==> src/rtl/busqueda_sad_param.sv <==
// Full-search SAD block-matching motion estimator: one motion vector per search into the vector FIFO.
// Optional build macro EARLY_TERMINATION_EN aborts a candidate once its running SAD cannot win.
module busqueda_sad_param #(
    parameter int PIX_W  = 8,
    parameter int BLK    = 16,
    parameter int RANGE  = 7,
    parameter int ADDR_W = 11,
    parameter int MV_W   = 8,
    localparam int SAD_W = PIX_W + 2 * $clog2(BLK)
) (
    input  logic                    clk,
    input  logic                    reset,
    input  logic                    start,
    input  logic [MV_W-1:0]         window_limit,
    output logic                    idle,
    output logic                    finish,
    output logic [ADDR_W-1:0]       add_read_img_act,
    input  logic [PIX_W-1:0]        data_rd_img_act,
    output logic [ADDR_W-1:0]       add_read_img_ref,
    input  logic [PIX_W-1:0]        data_rd_img_ref,
    input  logic                    vector_wait_fifo,
    output logic                    vector_wr_req,
    output logic [SAD_W+2*MV_W-1:0] vector_me,
    output logic [2:0]              real_state
);

    localparam int WIN_W = BLK + 2 * RANGE;
    localparam int LB    = $clog2(BLK);
    localparam int CW    = $clog2(2 * RANGE + 1);

    localparam logic [2:0] S_IDLE    = 3'd0;
    localparam logic [2:0] S_SEARCH  = 3'd1;
    localparam logic [2:0] S_DRAIN   = 3'd2;
    localparam logic [2:0] S_COMPARE = 3'd3;
    localparam logic [2:0] S_WRITE   = 3'd4;
    localparam logic [2:0] S_DONE    = 3'd5;

    logic [2:0]              state_q, state_d;
    logic [2*LB-1:0]         pix_q, pix_d;
    logic [CW-1:0]           dx_q, dx_d, dy_q, dy_d, lim_q, lim_d;
    logic [SAD_W-1:0]        sad_q, sad_d, best_sad_q, best_sad_d;
    logic [CW-1:0]           best_dx_q, best_dx_d, best_dy_q, best_dy_d;
    logic                    best_vld_q, best_vld_d;
    logic                    vld_q;
    logic [SAD_W+2*MV_W-1:0] vme_q, vme_d;

    logic [CW-1:0]   lo, hi, lim_new;
    logic [LB-1:0]   row, col;
    logic [PIX_W:0]  diff, mag;
    logic [MV_W-1:0] mv_x, mv_y;

    assign row = pix_q[2*LB-1:LB];
    assign col = pix_q[LB-1:0];
    assign lo  = CW'(RANGE) - lim_q;
    assign hi  = CW'(RANGE) + lim_q;
    assign lim_new = (window_limit > MV_W'(RANGE)) ? CW'(RANGE) : window_limit[CW-1:0];

    assign add_read_img_act = ADDR_W'(pix_q);
    assign add_read_img_ref = (ADDR_W'(dy_q) + ADDR_W'(row)) * ADDR_W'(WIN_W)
                            + ADDR_W'(dx_q) + ADDR_W'(col);

    // Absolute difference in PIX_W+1 bits so the borrow is never lost.
    assign diff = {1'b0, data_rd_img_act} - {1'b0, data_rd_img_ref};
    assign mag  = diff[PIX_W] ? (~diff + 1'b1) : diff;

    assign idle       = (state_q == S_IDLE);
    assign finish     = (state_q == S_DONE);
    assign real_state = state_q;
    assign vector_me  = vme_q;
    // FIFO write: vector_wr_req is a single-cycle strobe, issued only while in WRITE and
    // the FIFO is not signalling full; vector_me is already stable for that whole state.
    assign vector_wr_req = (state_q == S_WRITE) && !vector_wait_fifo;

    always_comb begin
        state_d    = state_q;
        pix_d      = pix_q;
        dx_d       = dx_q;
        dy_d       = dy_q;
        lim_d      = lim_q;
        sad_d      = sad_q;
        best_sad_d = best_sad_q;
        best_dx_d  = best_dx_q;
        best_dy_d  = best_dy_q;
        best_vld_d = best_vld_q;
        vme_d      = vme_q;
        mv_x       = '0;
        mv_y       = '0;

        if (vld_q) sad_d = sad_q + SAD_W'(mag);

        case (state_q)
            S_IDLE: begin
                if (start) begin
                    lim_d      = lim_new;
                    dx_d       = CW'(RANGE) - lim_new;
                    dy_d       = CW'(RANGE) - lim_new;
                    best_sad_d = '1;
                    best_vld_d = 1'b0;
                    sad_d      = '0;
                    pix_d      = '0;
                    state_d    = S_SEARCH;
                end
            end
            S_SEARCH: begin
                pix_d = pix_q + 1'b1;
                if (pix_q == {2*LB{1'b1}}) state_d = S_DRAIN;
`ifdef EARLY_TERMINATION_EN
                // Running SAD only grows, so this candidate can no longer win.
                if (best_vld_q && (sad_q >= best_sad_q)) begin
                    pix_d   = '0;
                    state_d = S_DRAIN;
                end
`else
`endif
            end
            S_DRAIN: state_d = S_COMPARE;
            S_COMPARE: begin
                if (!best_vld_q || (sad_q < best_sad_q)) begin
                    best_sad_d = sad_q;
                    best_dx_d  = dx_q;
                    best_dy_d  = dy_q;
                    best_vld_d = 1'b1;
                end
                sad_d   = '0;
                state_d = S_SEARCH;
                if (dx_q == hi) begin
                    dx_d = lo;
                    if (dy_q == hi) begin
                        mv_x    = MV_W'(best_dx_d) - MV_W'(RANGE);
                        mv_y    = MV_W'(best_dy_d) - MV_W'(RANGE);
                        vme_d   = {best_sad_d, mv_y, mv_x};
                        state_d = S_WRITE;
                    end else begin
                        dy_d = dy_q + 1'b1;
                    end
                end else begin
                    dx_d = dx_q + 1'b1;
                end
            end
            S_WRITE: if (!vector_wait_fifo) state_d = S_DONE;
            S_DONE:  state_d = S_IDLE;
            default: state_d = S_IDLE;
        endcase
    end

    always_ff @(posedge clk) begin
        if (reset) begin
            state_q    <= S_IDLE;
            pix_q      <= '0;
            dx_q       <= '0;
            dy_q       <= '0;
            lim_q      <= '0;
            sad_q      <= '0;
            best_sad_q <= '1;
            best_dx_q  <= '0;
            best_dy_q  <= '0;
            best_vld_q <= 1'b0;
            vld_q      <= 1'b0;
            vme_q      <= '0;
        end else begin
            state_q    <= state_d;
            pix_q      <= pix_d;
            dx_q       <= dx_d;
            dy_q       <= dy_d;
            lim_q      <= lim_d;
            sad_q      <= sad_d;
            best_sad_q <= best_sad_d;
            best_dx_q  <= best_dx_d;
            best_dy_q  <= best_dy_d;
            best_vld_q <= best_vld_d;
            vld_q      <= (state_q == S_SEARCH);
            vme_q      <= vme_d;
        end
    end

endmodule

==> config.mk <==
export PLATFORM = sky130hd
export DESIGN_NAME = busqueda_sad_param
export DESIGN_NICKNAME = d
export VERILOG_FILES = /design/src/rtl/busqueda_sad_param.sv
export SDC_FILE = /design/constraint.sdc
export NUM_CORES = 1
export LEC_CHECK = 0
export CELL_PAD_IN_SITES_DETAIL_PLACEMENT = 0
export CELL_PAD_IN_SITES_GLOBAL_PLACEMENT = 1
export CORE_MARGIN = 10
export CORE_UTILIZATION = 38
export DETAILED_ROUTE_END_ITERATION = 10
export HOLD_SLACK_MARGIN = 0.12
export PLACE_DENSITY_LB_ADDON = 0.1
export RECOVER_POWER = 25
export SLEW_MARGIN = 20
export SYNTH_ARGS = -nofsm -noshare
export SYNTH_HDL_FRONTEND = slang
export SYNTH_SLANG_ARGS = --single-unit
==> constraint.sdc <==
create_clock -name clk -period 4.9 [get_ports clk]
set_input_delay 1.47 -clock clk [delete_from_list [all_inputs] [get_ports clk]]
set_output_delay 1.47 -clock clk [all_outputs]
set_load 0.05 [all_outputs]
* After elaboration in Yosys (flattened, before gate mapping) *
Index checks and enable logic that the tools add are counted.

operators by class
  muxes and demuxes = 29
  eq/ne operators = 14
  reductions and logical operators = 14
  bitwise gates (word level) = 1
  multiply operators = 1
  $lt $le $gt $ge = 2
  add/subtract/negate cells = 14

operator list
  operator                                            number
  2-to-1 mux 16 bit                                   4
  one-hot mux 16 bit (2 select lines)                 2
  2-to-1 mux 4 bit                                    9
  adder 16 x 9 -> 16 bit                              1
  less-than comparator 16 bit                         1
  one-hot mux 4 bit (2 select lines)                  2
  one-hot mux 8 bit (2 select lines)                  1
  2-to-1 mux 3 bit                                    5
  one-hot mux 3 bit (5 select lines)                  1
  inequality test 2 bit, second input constant        6
  adder 10 x 4 -> 11 bit                              1
  adder 11 x 4 -> 11 bit                              1
  subtractor 4 x 3 -> 5 bit, second input constant    2
  adder 9 x 1 -> 9 bit, second input constant         1
  multiplier 5 x 4 -> 9 bit, second input constant    1
  2-to-1 mux 9 bit                                    1
  inverter 9 bit                                      1
  AND reduction 3 bit                                 3
  subtractor 8 x 8 -> 9 bit                           1
  adder 4 x 1 -> 4 bit, second input constant         2
  adder 8 x 1 -> 8 bit, second input constant         1
  equality test 4 bit                                 2
  equality test 8 bit, second input constant          1
  > comparator 8 x 3 -> 1 bit, second input constant  1
  16 further kinds                                    24

word-level totals
  logic and storage cells = 87
  bits in registers = 97
  output and inout bits = 60
  bits of input ports = 28

* Longest topological paths before layout *
  word-level depth = 8
  depth in mapped cells = 18
  depth with buffers taken out = 18

* Worst setup path after synthesis *
No wires, ideal clock.

  path kind = flip-flop to output port
  from = register pix_q[4]
  to = output add_read_img_ref[9]
  path buffers = 0
  data required time = 3,430 ps
  cell stages (with the launch flop) = 14
  setup slack = -1,328 ps
  data arrival time = 4,758 ps
  cells stage by stage = dfxtp_1 > ha_1 > fa_1 > xor2_1 > fa_1 > inv_1 > fa_1 > fa_1 > inv_1 > ha_1 > o21ai_0 > a21oi_1 > nand4_1 > xnor2_1

on the way
  cells in the longest elaborated chain, start to end = 4

ends and longest elaborated chain
  element                    line  text
  start: declaration         39    logic [2*LB-1:0] pix_q, pix_d;
  start signal: assignment   162   pix_q <= pix_d;
  adder 4 x 4 -> 5 bit       59    assign add_read_img_ref = (ADDR_W'(dy_q) + ADDR_W'(row)) * ADDR_W'(WIN_W)
  multiplier 5 x 4 -> 9 bit  59
  adder 10 x 4 -> 11 bit     60    + ADDR_W'(dx_q) + ADDR_W'(col);
  adder 11 x 4 -> 11 bit     60
  end: declaration           19    output logic [ADDR_W-1:0] add_read_img_ref,

No other way between the ends.

* Worst setup path after layout *
Same ends and word-level chain as after synthesis.

==> reports/metrics.yaml <==
max_slew.worst_pin.slew_ps: 1730
area_delta_synth_final_pct: 36.3
gp_congestion: 0.851
setup.worst_path.class: "reg -> out"
die_w_um: 151
drt-total-wl_um: 17200
yosysTopAreaCellShare_pct: 28.0
dpl.cell_count: 1102
die_area_sq_mm: 0.0228
vias: 5655
route.detailed.drc: 0
multi_input_area_sq_mm: 0.00459
failed_checks: "max-capacitance violations, max-slew violations, negative setup slack"
fin_nets: 1001
finalPower_mw: 2.29
avgRoutedWirePerCell_um: 15.3
setup_slack_ps: -779
cap_violations: 1
cts-root-buf: "clkbuf_16"
start_kind: "register"
slew_headroom_pct: -15.6
final_layout_size_suffix_gt1_share_pct: 22.2
viasPerCell: 5.03
cts_tree: "done"
nFillCells: 1550
avgSynthCellArea_sq_um: 8.60
fin_util_pct: 53.2
p_leak_nw: 3.88
synth-edff-count: 0
diodes: 0
crit_top_cell: "ha_4"
synth_flop_cell: "dfxtp_1"
crit_required_ps: 3430
mostFrequentLayoutCells: "87 x dfxtp_1, 78 x buf_4, 71 x nor2_1"
grt_pass1_vias: 5614
synth_cells: 758
grt_max_degree: 81
setup_viol: 8
yosysWarnings: 0
ir_drop_uv: 180
ys_types: 63
dpl.hpwl_um: 13000
clk_path_buf_depth: 2
final_common_cell: "dfxtp_1"
grt_overflow: 0
cellPowerDensity_mw_per_mm2: 258
ios: 88
hold_viol_final: 0
fmax_mhz: 176
cpMaxStageDelayCell: "fa_1"
grt_use_total_pct: 14.9
antenna_found_initial: 0
ctsHoldBuffers: 0
start_util_pct: 39.0
period_share_pct: 116
fin_worst_skew_ps: 5.80
rsz0062_at_grt: "yes"
rows: 47
worst_path_largest_cell_delay_ps: 520
worstPathArrival_ps: 4210
seq_area_frac_synth_pct: 28.0
synth_area_leader_cell: "dfxtp_1"
clk_pin_slew_ps: 70
core_area_sq_mm: 0.0167
fin_crit_ps: 5680
finalNonFillerCells: 1124
port_buffers: 84
cts_sinks: 91
end_kind: "output port"
ant_nets: 0
drv_slew: 81
seqCellArea_sq_mm: 0.00183
path_max_fanout: 3
fin_worst_hold_slack_ps: 460
clk_latency_ps: 350
ys_seq_elements: 91
netlist_area_sq_mm: 0.00652
drt_iter0_drc: 193
cts_buffers: 9
die_y_um: 151
synthTopCellsByArea: "dfxtp_1 28%, ha_1 12%, mux2i_1 4.5%"
crit_path_cell_trace: "ha_4 > fa_2 > xor2_4 > fa_1 > buf_4 > buf_6 > ha_4 > fa_1 > ha_4 > nor2b_4 > o21ai_2 > a21oi_2 > nand4_1 > xnor2_4 > buf_12"
async_flop_share_pct: 0
grt_pass1_wl_um: 27800
dr.pass1.iters: 4
hp-class: "reg -> reg"
outcome: "finished, violations left"
cts_max_level: 3
-- cell families (layout without fill, tap and decap cells) --
| kind of cell | Yosys count | count (layout) | synth area share (%) |
|---|---|---|---|
| and+or+nand+nor | 237 | 237 | 18.7 |
| AOI/OAI and AO/OA | 166 | 166 | 17.5 |
| buffers and inverters | 108 | 252 | 7.68 |
| DFF | 91 | 91 | 28.0 |
| adders and majority gates | 74 | 74 | 15.8 |
| xor gates and xnor gates | 47 | 47 | 6.85 |
| muxes | 34 | 34 | 5.38 |
| other | 1 | 3 | 0.0575 |
-- cell type report --
class                      count  area share [%]
clock inverter                 6            1.25
sequential                    91            20.6
clock buffer                  10            2.69
tap                          220            3.10
inverter                      67            2.83
timing repair buffer         169            17.9
multi-input combinational    561            51.7
-- where the power goes --
group,switching (mW),leakage (nW),internal [mW]
sequential,0.0379,0.738,0.765
combinational,0.364,2.97,0.314
clock,0.297,0.165,0.512
total,0.699,3.88,1.59
-- timing repair --
action | 4_1_cts | 5_1_grt
setup endpoints to repair | 18 | 20
buffers inserted | 3 | 4
pin swaps | 16 | 32
gates resized for setup | 19 | 42
-- synthesized netlist by cell type, drive strengths merged (3+ instances only) --
cell,count
nand2b,26
a2111oi,3
ha,60
a211o,3
fa,14
nand3b,5
o21a,4
nor3b,3
nor4,7
nor2b,9
mux2,5
nor2,74
clkbuf,14
o21ai,27
a211oi,22
nand3,15
o31ai,6
inv,67
nand2,50
nor3,19
nand4,7
a21oi,54
buf,27
and2,6
or3,4
and3,9
a221oi,3
dfxtp,91
a21o,12
o22ai,17
mux2i,29
o21bai,3
a31oi,3
xnor2,32
xor2,13
-- sequential cells by signal, summed over array words and instances, names as in the netlist --
signal      count
best_dx_q       4
best_dy_q       4
best_sad_q     16
best_vld_q      1
dx_q            4
dy_q            4
lim_q           4
pix_q           8
real_state      3
sad_q          16
vector_me      26
vld_q           1
-- stage by stage --
| step | TNS [ps] | instance area [sq um] | setup slack (ps) |
|---|---|---|---|
| 3_5_place_dp | -7900 | 8230 | -575 |
| 4_1_cts | -4760 | 8700 | -815 |
| 2_1_floorplan | -2860 | 6690 | -627 |
| 6_report | -4620 | 8880 | -779 |
| 3_3_place_gp | -6420 | 8230 | -467 |
| 5_1_grt | -5750 | 8880 | -976 |
-- metal layers --
metal | vias up | global-route usage [%] | share of wire, %
met5 | - | 0 | 0
met4 | 0 | 3.99 | 1.4
met3 | 17 | 3.61 | 3.8
met2 | 82 | 25.0 | 48
met1 | 2673 | 18.7 | 47
li1 | 2883 | - | -
-- final timing paths --
| path | start | endpoint | slack [ps] | depth (start not counted) |
|---|---|---|---|---|
| worst max register to register | best_sad_q[5]$_SDFFE_PP1P_ | vector_me[15]$_SDFFE_PP0P_ | 1100 | 9 |
| worst min register to register | vector_me[9]$_SDFFE_PP0P_ | vector_me[9]$_SDFFE_PP0P_ | 460 | 2 |
| worst max-delay path | pix_q[4]$_SDFFE_PP0P_ | add_read_img_ref[9] | -780 | 15 |
| worst min-delay path | vector_me[9]$_SDFFE_PP0P_ | vector_me[9]$_SDFFE_PP0P_ | 460 | 2 |
-- worst max-delay path: cells and delay by family (launching register included) --
family / cells / cell delay, ps
AOI/OAI and AO/OA: 2 / 220
xor gates and xnor gates: 2 / 450
adders and majority gates: 6 / 2050
buffers and inverters: 3 / 410
DFF: 1 / 360
and+or+nand+nor: 2 / 380
No activity file was read; power rests on OpenSTA's default activity.
